### src/rtl/tlm_arbiter.sv
// tlm_arbiter: weighted two-source arbiter in front of the TLM tx link.
// Local responses and forwarded remote telemetry share one output register.
// Remote packets get their hop-count target incremented on the way through;
// a remote packet whose target is already all-ones is consumed and counted
// as a drop instead of being forwarded.
module tlm_arbiter #(
    parameter int TARGET_W      = 8,
    parameter int PAYLOAD_W     = 48,
    parameter int LOCAL_WEIGHT  = 1,
    parameter int REMOTE_WEIGHT = 4
) (
    input  logic                          clock_i,
    input  logic                          reset_i,
    input  logic [PAYLOAD_W-1:0]          loc_payload_i,
    input  logic                          loc_val_i,
    output logic                          loc_rdy_o,
    input  logic [TARGET_W+PAYLOAD_W-1:0] rem_data_i,
    input  logic                          rem_val_i,
    output logic                          rem_rdy_o,
    output logic [TARGET_W+PAYLOAD_W-1:0] out_data_o,
    output logic                          out_wr_o,
    input  logic                          out_rdy_i,
    output logic [15:0]                   drop_count_o,
    output logic                          last_src_o
);

    localparam int BURST_MAX = (LOCAL_WEIGHT > REMOTE_WEIGHT) ? LOCAL_WEIGHT : REMOTE_WEIGHT;
    localparam int BURST_W   = $clog2(BURST_MAX + 1);
    localparam logic [BURST_W-1:0] LW_B   = BURST_W'(LOCAL_WEIGHT);
    localparam logic [BURST_W-1:0] RW_B   = BURST_W'(REMOTE_WEIGHT);
    localparam logic [BURST_W-1:0] BMAX_B = BURST_W'(BURST_MAX);
    localparam int DATA_W = TARGET_W + PAYLOAD_W;

    typedef enum logic {
        LAST_LOC = 1'b0,
        LAST_REM = 1'b1
    } state_e;

    state_e               state_q, state_d;
    logic [BURST_W-1:0]   burst_q, burst_d;
    logic [DATA_W-1:0]    out_data_q, out_data_d;
    logic                 out_wr_q, out_wr_d;
    logic [15:0]          drop_q, drop_d;

    logic                 slot_free;
    logic                 gnt_loc, gnt_rem, rem_drop;
    logic [TARGET_W-1:0]  rem_target;
    logic [PAYLOAD_W-1:0] rem_payload;

    assign rem_target  = rem_data_i[DATA_W-1:PAYLOAD_W];
    assign rem_payload = rem_data_i[PAYLOAD_W-1:0];
    // The slot can take a new packet if empty or emptying this cycle.
    assign slot_free   = !out_wr_q || out_rdy_i;

    // State register: arbitration state, burst count, output slot, drop counter.
    always_ff @(posedge clock_i) begin
        if (reset_i) begin
            state_q    <= LAST_REM;
            burst_q    <= RW_B;
            out_data_q <= '0;
            out_wr_q   <= 1'b0;
            drop_q     <= '0;
        end else begin
            state_q    <= state_d;
            burst_q    <= burst_d;
            out_data_q <= out_data_d;
            out_wr_q   <= out_wr_d;
            drop_q     <= drop_d;
        end
    end

    // Grant selection and next-state for arbitration state and burst count.
    always_comb begin
        gnt_loc = 1'b0;
        gnt_rem = 1'b0;
        state_d = state_q;
        burst_d = burst_q;
        if (!reset_i && slot_free) begin
            if (loc_val_i && rem_val_i) begin
                if (state_q == LAST_LOC) gnt_loc = (burst_q < LW_B);
                else                     gnt_loc = !(burst_q < RW_B);
                gnt_rem = !gnt_loc;
            end else begin
                gnt_loc = loc_val_i;
                gnt_rem = rem_val_i;
            end
        end
        if (gnt_loc || gnt_rem) begin
            if ((gnt_rem ? LAST_REM : LAST_LOC) == state_q) begin
                burst_d = (burst_q == BMAX_B) ? burst_q : burst_q + 1'b1;
            end else begin
                state_d = gnt_rem ? LAST_REM : LAST_LOC;
                burst_d = BURST_W'(1);
            end
        end
    end

    // Output slot load/drain and drop accounting.
    always_comb begin
        out_data_d = out_data_q;
        out_wr_d   = out_wr_q;
        drop_d     = drop_q;
        rem_drop   = gnt_rem && (&rem_target);
        if (gnt_loc) begin
            out_data_d = {TARGET_W'(0), loc_payload_i};
            out_wr_d   = 1'b1;
        end else if (gnt_rem && !rem_drop) begin
            out_data_d = {rem_target + 1'b1, rem_payload};
            out_wr_d   = 1'b1;
        end else if (out_rdy_i) begin
            // Either idle or the held packet left this cycle; a drop lands here too.
            out_wr_d = 1'b0;
        end
        if (rem_drop && drop_q != 16'hFFFF) drop_d = drop_q + 16'd1;
    end

    assign loc_rdy_o    = gnt_loc;
    assign rem_rdy_o    = gnt_rem;
    assign out_data_o   = out_data_q;
    assign out_wr_o     = out_wr_q;
    assign drop_count_o = drop_q;
    assign last_src_o   = state_q;

endmodule

### config.mk
export PLATFORM = sky130hd
export DESIGN_NAME = tlm_arbiter
export DESIGN_NICKNAME = d
export VERILOG_FILES = /design/src/rtl/tlm_arbiter.sv
export SDC_FILE = /design/constraint.sdc
export NUM_CORES = 1
export LEC_CHECK = 0
export BUFFER_PORTS_ARGS = -buffer_cell sky130_fd_sc_hd__buf_2
export CELL_PAD_IN_SITES_DETAIL_PLACEMENT = 1
export CELL_PAD_IN_SITES_GLOBAL_PLACEMENT = 1
export CORE_MARGIN = 2
export CORE_UTILIZATION = 30
export CTS_BUF_LIST = sky130_fd_sc_hd__clkbuf_2 sky130_fd_sc_hd__clkbuf_4 sky130_fd_sc_hd__clkbuf_8
export CTS_CLUSTER_DIAMETER = 150
export CTS_CLUSTER_SIZE = 8
export DETAILED_ROUTE_END_ITERATION = 8
export GPL_ROUTABILITY_DRIVEN = 0
export PLACE_DENSITY_LB_ADDON = 0.1
export SLEW_MARGIN = 20
export SYNTH_ARGS = -nofsm -noshare
export SYNTH_HDL_FRONTEND = slang
export SYNTH_SLANG_ARGS = --single-unit
### constraint.sdc
create_clock -name clock_i -period 1.66 [get_ports clock_i]
set_input_delay 0.332 -clock clock_i [delete_from_list [all_inputs] [get_ports clock_i]]
set_output_delay 0.332 -clock clock_i [all_outputs]
set_load 0.05 [all_outputs]
Word level (Yosys, flattened, before mapping)
Cells that the tools add are included.
{"block": "totals", "mem_count": 0, "ff_bits": 77, "ram_bits": 0, "in_bits": 109, "latch_bits": 0, "mem_bits_ro": 0}
{"block": "op_classes", "n_lt_le_gt_ge": 2, "reduce_logical": 18, "multipliers": 0, "muxes": 15, "bitwise": 1, "n_eq_ne": 4, "shifts": 0, "addsub": 3, "n_div": 0}
{"op": "two-way mux 48 bit", "n": 2}
{"op": "adder 16 x 1 -> 16 bit (second input constant)", "n": 1}
{"op": "!= test 16 bit (second input constant)", "n": 1}
{"op": "two-way mux 1 bit", "n": 11}
{"op": "adder 8 x 1 -> 8 bit (second input constant)", "n": 1}
{"op": "AND reduction 8 bit", "n": 1}
{"op": "two-way mux 3 bit", "n": 2}
{"op": "logical AND 1 bit", "n": 5}
{"op": "logical NOT 1 bit", "n": 5}
{"op": "AND reduction 2 bit", "n": 2}
{"op": "adder 3 x 1 -> 3 bit (second input constant)", "n": 1}
{"op": "equality test 3 bit (second input constant)", "n": 1}
{"op": "< comparator 3 x 1 -> 1 bit (second input constant)", "n": 1}
{"op": "< comparator 3 bit (second input constant)", "n": 1}
{"op": "nonzero test 3 bit", "n": 1}
{"op": "logical OR 1 bit", "n": 2}
{"op": "!= test 2 bit (second input constant)", "n": 1}
{"op": "nonzero test 2 bit", "n": 1}
{"op": "OR reduction 2 bit", "n": 1}
{"op": "equality test 1 bit", "n": 1}
{"op": "inverter 1 bit", "n": 1}

Longest topological paths before layout
Gate-level depths: netlist of run 1.
{"block": "logic_depth", "ltp_word": 13, "mapped_depth": 9, "depth_no_buf": 6}

Least setup slack after synthesis of run 1
No wires, ideal clock.
{"block": "synth_timing", "kind": "reg-to-reg", "startpoint": "reg state_q (netlist: last_src_o)", "endpoint": "reg drop_q[10] (netlist: drop_count_o[10])", "setup_time_ns": 0.081, "period_less_slack_ns": 2.344, "setup_slack_ns": -0.684, "n_path_buf": 1, "stages_incl_launch_ff": 6, "arrival_time_ns": 2.263, "path_cell_list": "dfxtp_1 > buf_2 > nor4_4 > a21oi_1 > a41oi_1 > nor3_1"}
{"block": "synth_between", "elab_chain_cells": 8}
{"item": "start: declaration", "line_no": "39", "source": "state_e state_q, state_d;"}
{"item": "start signal: assignment", "line_no": "64", "source": "state_q <= state_d;"}
{"item": "two-way mux 1 bit", "line_no": "80", "source": "if (state_q == LAST_LOC) gnt_loc = (burst_q < LW_B);"}
{"item": "two-way mux 1 bit", "line_no": "79", "source": "if (loc_val_i && rem_val_i) begin"}
{"item": "two-way mux 1 bit", "line_no": "78", "source": "if (!reset_i && slot_free) begin"}
{"item": "logical NOT 1 bit", "line_no": "82", "source": "gnt_rem = !gnt_loc;"}
{"item": "two-way mux 1 bit", "line_no": "79"}
{"item": "two-way mux 1 bit", "line_no": "78"}
{"item": "named net rem_rdy_o", "line_no": "19", "source": "output logic rem_rdy_o,"}
{"item": "logical AND 1 bit", "line_no": "103", "source": "rem_drop = gnt_rem && (&rem_target);"}
{"item": "logical AND 1 bit", "line_no": "114", "source": "if (rem_drop && drop_q != 16'hFFFF) drop_d = drop_q + 16'd1;"}
{"item": "end signal: assignment", "line_no": "68", "source": "drop_q <= drop_d;"}
{"item": "end: declaration", "line_no": "43", "source": "logic [15:0] drop_q, drop_d;"}
The timed path passes the listed nets, and every way through them passes these cells. The select of a mux whose other input is x is not followed.
A chain may end at the register's enable or synchronous reset.

Worst setup path in the final report of run 1
{"block": "layout_timing", "startpoint": "reg burst_q[1]", "endpoint": "out loc_rdy_o"}
{"block": "layout_between", "elab_chain_cells": 7, "elab_cells_between_ends": 8}
{"item": "start: declaration", "line_no": "40", "source": "logic [BURST_W-1:0] burst_q, burst_d;"}
{"item": "start signal: assignment", "line_no": "65", "source": "burst_q <= burst_d;"}
{"item": "< comparator 3 bit", "line_no": "81", "source": "else gnt_loc = !(burst_q < RW_B);"}
{"item": "logical NOT 1 bit", "line_no": "81"}
{"item": "two-way mux 1 bit *", "line_no": "80"}
{"item": "two-way mux 1 bit *", "line_no": "79"}
{"item": "two-way mux 1 bit *", "line_no": "78"}
{"item": "two-way mux 1 bit *", "line_no": "79"}
{"item": "two-way mux 1 bit *", "line_no": "78"}
{"item": "end: declaration", "line_no": "16", "source": "output logic loc_rdy_o,"}
Every way passes the cells marked *; elsewhere a longest branch is shown, timed or not. The select of a mux whose other input is x is not followed.

==> out/summary.txt, run 1 <==
CTS sink count -> 77
Crit path from -> burst_q[1]$_SDFFE_PP0P_
Max Cap Violations -> 0
CTS Buf Count -> 9
Post-Syn Nets -> 521
CP Max Fanout -> 2
Dpl hpwl -> 9.55 mm
Final hold violations -> 0
Period Utilization, post-route -> 115%
Final setup fails -> 72
Length of routed met2 wiring -> 7.60 mm
Syn avg cell area -> 8.79 µm²
Min Tclk post-route -> 1.90 ns
First-pass GRT wire length -> 21.5 mm
Seq/Total Area, Yosys -> 43.0%
Synth-to-Final Area Change -> 75.6%
Peak Freq -> 526 MHz
Wl on met1 -> 5.72 mm
Core area -> 11500 µm²
Cell row count -> 39
DRT Pass-1 Iters -> 4
Slowest stage delay, CP -> 0.34 ns
Die height -> 113 µm
Syn Std Cell Area -> 3580 µm²
Origin of the critical flop-to-flop path -> burst_q[1]$_SDFFE_PP0P_
Critical path class -> flop to output pin
I/O pin total -> 185
EDFF count, synth -> 0
Hold Path Origin -> loc_payload_i[17]
Port Buffers -> 184
Critical path launch point type -> flop
Initial antenna violation count -> 0
Largest net degree at the start of global routing -> 43
Worst hold margin -> 0.171 ns
Least-Margin Pin Slew -> 0.422 ns
Starting density of the core -> 31.1%
Setup_tns -> -6.57 ns
Ys flop type -> dfxtp_1
Leak pwr -> 2.78 nW
Die width -> 113 µm
Root Buffer -> clkbuf_8
Cell variety after synth -> 51
CTS Buffer Depth -> 2
Worst path slowest cell -> dfxtp_2
Share of layout cells above drive strength 1 -> 56.7%
Routed len/inst -> 17.5 µm
PD cells -> 876 nW/µm²
CTS clk-pin slew, worst paths -> 0.08 ns
DR top layer -> met4
Worst EP required -> 1.33 ns
Vias per cell -> 4.99
Seq cells post-synth -> 77
GRT Util Overall -> 21.1%
Setup crit end kind -> output pin
Pins Over Slew Limit -> 0
DR iter-0 viols -> 88
Total power -> 0.00552 W
DIE AREA -> 12800 µm²
Cells along the critical path -> nor4_4 > o21ai_2 > or2_4 > inv_4 > buf_12
Synth warn -> 0
Via count -> 4130
# nets final -> 793
Remaining antenna violation count -> 0
Share of flip-flops with an asynchronous set or reset -> 0%
CTS tree -> done
Slew margin rel. -> 71.5%
Worst EP arrival -> 1.57 ns
Worst-Skew Late Latency -> 0.36 ns
Total Wirelength -> 14.5 mm
H-Tree Depth -> 3
Status -> complete, but fails checks
Final WS setup -> -0.241 ns
Gr ovfl total -> 0
Unrepaired setup endpoints after global routing -> true
Antenna diodes -> 0
Vias in the first global route -> 4412
Clk_skew -> 0.00729 ns
Worst vdd ir -> 455 µV
Violated checks -> setup timing
Worst hold path type -> input port to flop
DRC violations left -> 0
Gate Count Post-Synth -> 408
Routed wl met3 -> 893 µm
[synth_stat cells (all sizes together), types with 4 or more instances]
library cell   n  share of area (%)
nand3         12                1.8
a211oi         8                1.7
nor2          22                2.3
nor3           5               0.84
ha             4                1.4
mux2i         49                 14
nand2         61                6.4
o31ai          4               0.84
a21oi         11                1.5
xor2           4               0.98
buf           17                3.0
nand4          7                1.2
nand2b         4               0.70
o21bai         4               0.84
o21ai         57                8.0
or3            4               0.70
clkbuf         9                1.0
or4            5                1.0
dfxtp         77                 43
inv            7               0.73
nor4           7                1.6
[placed cells by master, fill, tap and decap left out, drive strengths merged, types with 7 or more instances in the layout]
cell    netlist  layout
nor2         22      22
nand2        61      61
o21ai        57      57
dfxtp        77      77
nand4         7       7
a211oi        8       8
a21oi        11      11
mux2i        49      49
clkbuf        9      18
buf          17     283
inv           7       7
nor4          7       7
nand3        12      12
[critical path, delay by kind of cell, from the launching register on]
family | cells | cell delay [ns]
AOI/OAI and AO/OA | 1 | 0.11
DFF | 1 | 0.34
and+or+nand+nor | 2 | 0.57
buffers and inverters | 2 | 0.19
[timing repair]
action                     CTS  global route
pin swaps                   39            31
setup buffers               19            12
gates resized for setup    102            38
hold buffers                 0             0
gates cloned                 4             5
setup endpoints to repair   75            77
[power by group]
group	switching (W)	total [W]	internal [W]
clock network	0.000697	0.00139	0.000691
logic	0.00122	0.00199	0.000768
registers	0.000118	0.00214	0.00202
total	0.00204	0.00552	0.00348
[cells by family after synthesis]
| family | share of synthesized area (%) |
|---|---|
| compound gates | 16.7 |
| xor+xnor | 1.47 |
| fa+ha+maj | 1.40 |
| buf+inv | 4.82 |
| flops | 43.0 |
| mux | 14.0 |
| simple gates | 18.6 |
[cell type report]
cell class,count,area (µm²)
timing repair buffer,287,2030
multi-input combinational,298,2270
inverter,7,28.8
sequential,77,1610
clock inverter,1,5.00
fill,1345,5220
clock buffer,14,180
tap,143,179
[through the flow]
step | setup slack (ns) | cells | utilization [%] | cell area, µm²
2_1_floorplan | -0.145 | 408 | - | 3820
3_3_place_gp | -0.223 | 780 | 46.5 | 5360
3_5_place_dp | -0.281 | 780 | 46.5 | 5360
4_1_cts | -0.228 | 817 | 52.4 | 6040
5_1_grt | -0.304 | 827 | 54.7 | 6290
6_report | -0.241 | 827 | 54.7 | 6290
[final timing paths]
check	end	slack, ns	cells after the start
worst min register to register	drop_count_o[15]$_SDFFE_PP0P_	0.52	2
worst max register to register	burst_q[2]$_SDFFE_PP1P_	-0.23	7
worst min-delay path	out_data_o[17]$_SDFFE_PP0P_	0.17	3
worst max-delay path	loc_rdy_o	-0.24	5
[layer usage]
| metal | track usage (%) | vias up |
|---|---|---|
| li1 | - | 2000 |
| met1 | 23.5 | 1988 |
| met2 | 37.8 | 125 |
| met3 | 5.68 | 17 |
| met4 | 9.02 | 0 |
| met5 | 0 | - |
[sequential cells by signal (all words and copies together), names as in the netlist]
register	cells
out_data_o	56
drop_count_o	16
burst_q	3
last_src_o	1
out_wr_o	1
Note: power is estimated with default switching activity, not from simulation.
==> inputs of run 2 (changes only) <==
--- a/config.mk
+++ b/config.mk
@@ -5,11 +5,12 @@
 export SDC_FILE = /design/constraint.sdc
 export NUM_CORES = 1
 export LEC_CHECK = 0
+export ABC_AREA = 1
 export BUFFER_PORTS_ARGS = -buffer_cell sky130_fd_sc_hd__buf_2
 export CELL_PAD_IN_SITES_DETAIL_PLACEMENT = 1
 export CELL_PAD_IN_SITES_GLOBAL_PLACEMENT = 1
 export CORE_MARGIN = 2
-export CORE_UTILIZATION = 30
+export CORE_UTILIZATION = 29
 export CTS_BUF_LIST = sky130_fd_sc_hd__clkbuf_2 sky130_fd_sc_hd__clkbuf_4 sky130_fd_sc_hd__clkbuf_8
 export CTS_CLUSTER_DIAMETER = 150
 export CTS_CLUSTER_SIZE = 8
==> run 2 against run 1 <==
The run still ends with setup timing left; synthesized cell count rose by 47%; fmax rose by 14%; cell count is 21% higher; power decreased by 2.1%; global-route usage shrank 2.3 points; combinational power fell by 11%; flip-flop and latch count stayed put; non-clock buffer count decreased by 45; largest cell class unchanged; largest power group unchanged; highest routed layer unchanged.
==> out/summary.txt, run 2 <==
Root Buffer -> clkbuf_8
Critical path launch point type -> flop
Syn avg cell area -> 6.63 µm² (-24%)
Cell variety after synth -> 30 (-41%)
Worst EP arrival -> 1.34 ns (-0.23 ns)
Pins Over Slew Limit -> 0 (unchanged)
Setup crit end kind -> output pin
Leak pwr -> 3.05 nW (+9.6%)
CTS tree -> done
Period Utilization, post-route -> 101% (-14 points)
Core area -> 13300 µm² (+16%)
Synth-to-Final Area Change -> 53.4%
Synth warn -> 0 (unchanged)
Antenna diodes -> 0 (unchanged)
Via count -> 4595 (+11%)
Hold EP -> out_data_o[55]$_SDFFE_PP0P_
Gr ovfl total -> 0 (unchanged)
Worst Hold Path Cells -> 3 (unchanged)
Gate Count Post-Synth -> 600 (+47%)
Logic pwr share -> 32.9% (-3.2 points)
EDFF count, synth -> 0 (unchanged)
Largest net degree at the start of global routing -> 43 (unchanged)
Commonest cells after routing, fill and taps aside -> nand2_1 (195), buf_2 (182), nor2_1 (72)
I/O pin total -> 185 (unchanged)
Critical path class -> flop to output pin
GRT Util Overall -> 18.8% (-2.3 points)
Initial antenna violation count -> 0 (unchanged)
Share of flip-flops with an asynchronous set or reset -> 0% (unchanged)
Number of flip-flops in the largest register -> 56 (unchanged)
DR iter-0 viols -> 108 (+23%)
Slew margin rel. -> 80.8% (+9.3 points)
DRT Pass-1 Iters -> 4 (unchanged)
Post-Syn Nets -> 713 (+37%)
Max Cap Violations -> 0 (unchanged)
Vias in the first global route -> 4727 (+7.1%)
Worst hold margin -> 0.268 ns (+0.0969 ns)
Final hold violations -> 0 (unchanged)
Worst hold path type -> input port to flop
Worst vdd ir -> 331 µV (-27%)
Unrepaired setup endpoints after global routing -> true
Fin area -> 6110 µm² (-3.0%)
Syn Std Cell Area -> 3980 µm² (+11%)
Final WS setup -> -0.00889 ns (+0.232 ns)
Reg2Reg Depth -> 12 (+5)
Largest cells by area after synthesis -> dfxtp_1 (39%), nand2_1 (19%), nor2_1 (9.1%), o21ai_0 (8.3%), nor2_2 (3.5%)
Top cell type's share of synthesized area -> 38.7% (-4.3 points)
Critical R2R Capture -> out_data_o[25]$_SDFFE_PP0P_
P_int -> 0.00342 W (-1.7%)
List of most frequent post-synthesis cells -> nand2_1 (198), nor2_1 (97), dfxtp_1 (77)
CTS sink count -> 77 (unchanged)
PD cells -> 885 nW/µm² (+0.94%)
Seq/Total Area, Yosys -> 38.7% (-4.3 points)
Min Tclk post-route -> 1.67 ns (-0.232 ns)
Total Wirelength -> 14.4 mm (-0.26%)
Remaining antenna violation count -> 0 (unchanged)
Ys flop type -> dfxtp_1
CTS Buffer Depth -> 2 (unchanged)
Share of layout cells above drive strength 1 -> 42.7% (-14 points)
Dpl hpwl -> 10.6 mm (+11%)
DP Area -> 5400 µm² (+0.89%)
Leading cell type by number of instances after synthesis -> nand2_1
Final core occ -> 45.7% (-8.9 points)
Reg power frac -> 38.6% (-0.2 points)
Clock Power Share -> 28.5% (+3.3 points)
Port Buffers -> 184 (unchanged)
Cell row count -> 42 (+7.7%)
Peak Freq -> 599 MHz (+14%)
CTS Buf Count -> 9 (unchanged)
Clk_skew -> 0.00624 ns (-0.00105 ns)
H-Tree Depth -> 3 (unchanged)
Vias per cell -> 4.58 (-8.3%)
# nets final -> 935 (+18%)
Commonest non-fill, non-tap cell in the layout -> nand2_1
Status -> complete, but fails checks
Die height -> 121 µm (+6.9%)
Die width -> 121 µm (+6.9%)
Seq cells post-synth -> 77 (unchanged)
CTS clk-pin slew, worst paths -> 0.08 ns (about the same)
Switching pwr -> 0.00198 W (-2.8%)
DP Worst Slack -> -0.111 ns (+0.171 ns)
Final setup fails -> 1 (-99%)
Setup_tns -> -0.00889 ns (+6.57 ns)
Switch share -> 36.7% (-0.27 points)
Origin of the critical flop-to-flop path -> burst_q[2]$_SDFFE_PP1P_
Starting density of the core -> 29.8% (-1.3 points)
First-pass GRT wire length -> 22.0 mm (+2.1%)
Hold Path Origin -> rem_data_i[55]
Routed len/inst -> 14.4 µm (-18%)
Worst-Skew Late Latency -> 0.37 ns (about the same)
DRC violations left -> 0 (unchanged)
Violated checks -> setup timing
R2R Setup Slk -> 0.02 ns (+0.25 ns)
Area leader, netlist -> dfxtp_1
DIE AREA -> 14700 µm² (+14%)
CP Max Fanout -> 3 (+1)
Least-Margin Pin Slew -> 0.286 ns (-0.136 ns)
Worst EP required -> 1.33 ns (about the same)
==> run 2: power groups by stage <==
stage	sequential, W	combinational, W	clock (W)
2_1_floorplan	0.00261	0.000537	0
3_3_place_gp	0.00211	0.00154	0
3_5_place_dp	0.00211	0.00157	0
4_1_cts	0.00207	0.00161	0.00160
5_1_grt	0.00211	0.00191	0.00167
6_report	0.00209	0.00178	0.00154
==> run 2: critical path: stages, from the launching register on <==
cell and delay, ns:
dfxtp_4 0.37, a21oi_4 0.16, nand2_4 0.09, nand2_4 0.08
nand2_4 0.07, inv_4 0.07, buf_8 0.14
==> run 2: kinds of logic (layout without fill, tap and decap cells) <==
group                    count (synthesis)  count (layout)  synth area share [%]
adder cells (fa/ha/maj)                  4               4                  1.26
buffers and inverters                   55             282                  6.76
flip-flops                              77              77                  38.7
XOR/XNOR                                17              17                  3.74
AND/OR/NAND/NOR                        355             355                  37.8
AO/OA/AOI/OAI                           92              92                  11.7
==> run 2: final cells by class <==
| class | count | area (µm²) |
|---|---|---|
| Clock buffer | 13 | 173 |
| Clock inverter | 3 | 41.3 |
| Fill cell | 1768 | 7240 |
| Inverter | 24 | 108 |
| Multi-Input combinational cell | 468 | 2430 |
| Sequential cell | 77 | 1570 |
| Tap cell | 176 | 220 |
| Timing Repair Buffer | 242 | 1560 |
==> run 2: stage by stage <==
step           power (W)  std cells
5_1_grt          0.00569       1003
3_3_place_gp     0.00364        972
4_1_cts          0.00528        992
2_1_floorplan    0.00314        600
3_5_place_dp     0.00368        972
6_report         0.00540       1003
==> run 2: routing by layer <==
metal / track usage (%) / wire length [µm] / vias to the layer above
li1: - / - / 2336
met1: 21.1 / 5860 / 2143
met2: 34.8 / 7640 / 105
met3: 4.23 / 722 / 11
met4: 6.54 / 189 / 0
met5: 0 / 0 / -
==> run 2: worst max path at each step <==
stage,startpoint,endpoint,slack [ns],depth (start not counted)
3_5_place_dp,rem_data_i[48],out_data_o[22]$_SDFFE_PP0P_,-0.11,10
6_report,burst_q[2]$_SDFFE_PP1P_,rem_rdy_o,-0.009,6
4_1_cts,burst_q[2]$_SDFFE_PP1P_,rem_rdy_o,-0.03,7
3_3_place_gp,out_rdy_i,loc_rdy_o,-0.07,7
5_1_grt,burst_q[2]$_SDFFE_PP1P_,out_data_o[5]$_SDFFE_PP0P_,-0.08,13
2_1_floorplan,drop_count_o[12]$_SDFFE_PP0P_,drop_count_o[6]$_SDFFE_PP0P_,-0.05,6
==> run 2: what timing repair did <==
action	CTS	global route
cloned	0	5
setup endpoints to repair	4	76
hold buffers	0	0
pin swaps	7	17
gates resized for setup	21	122
setup buffers	5	6
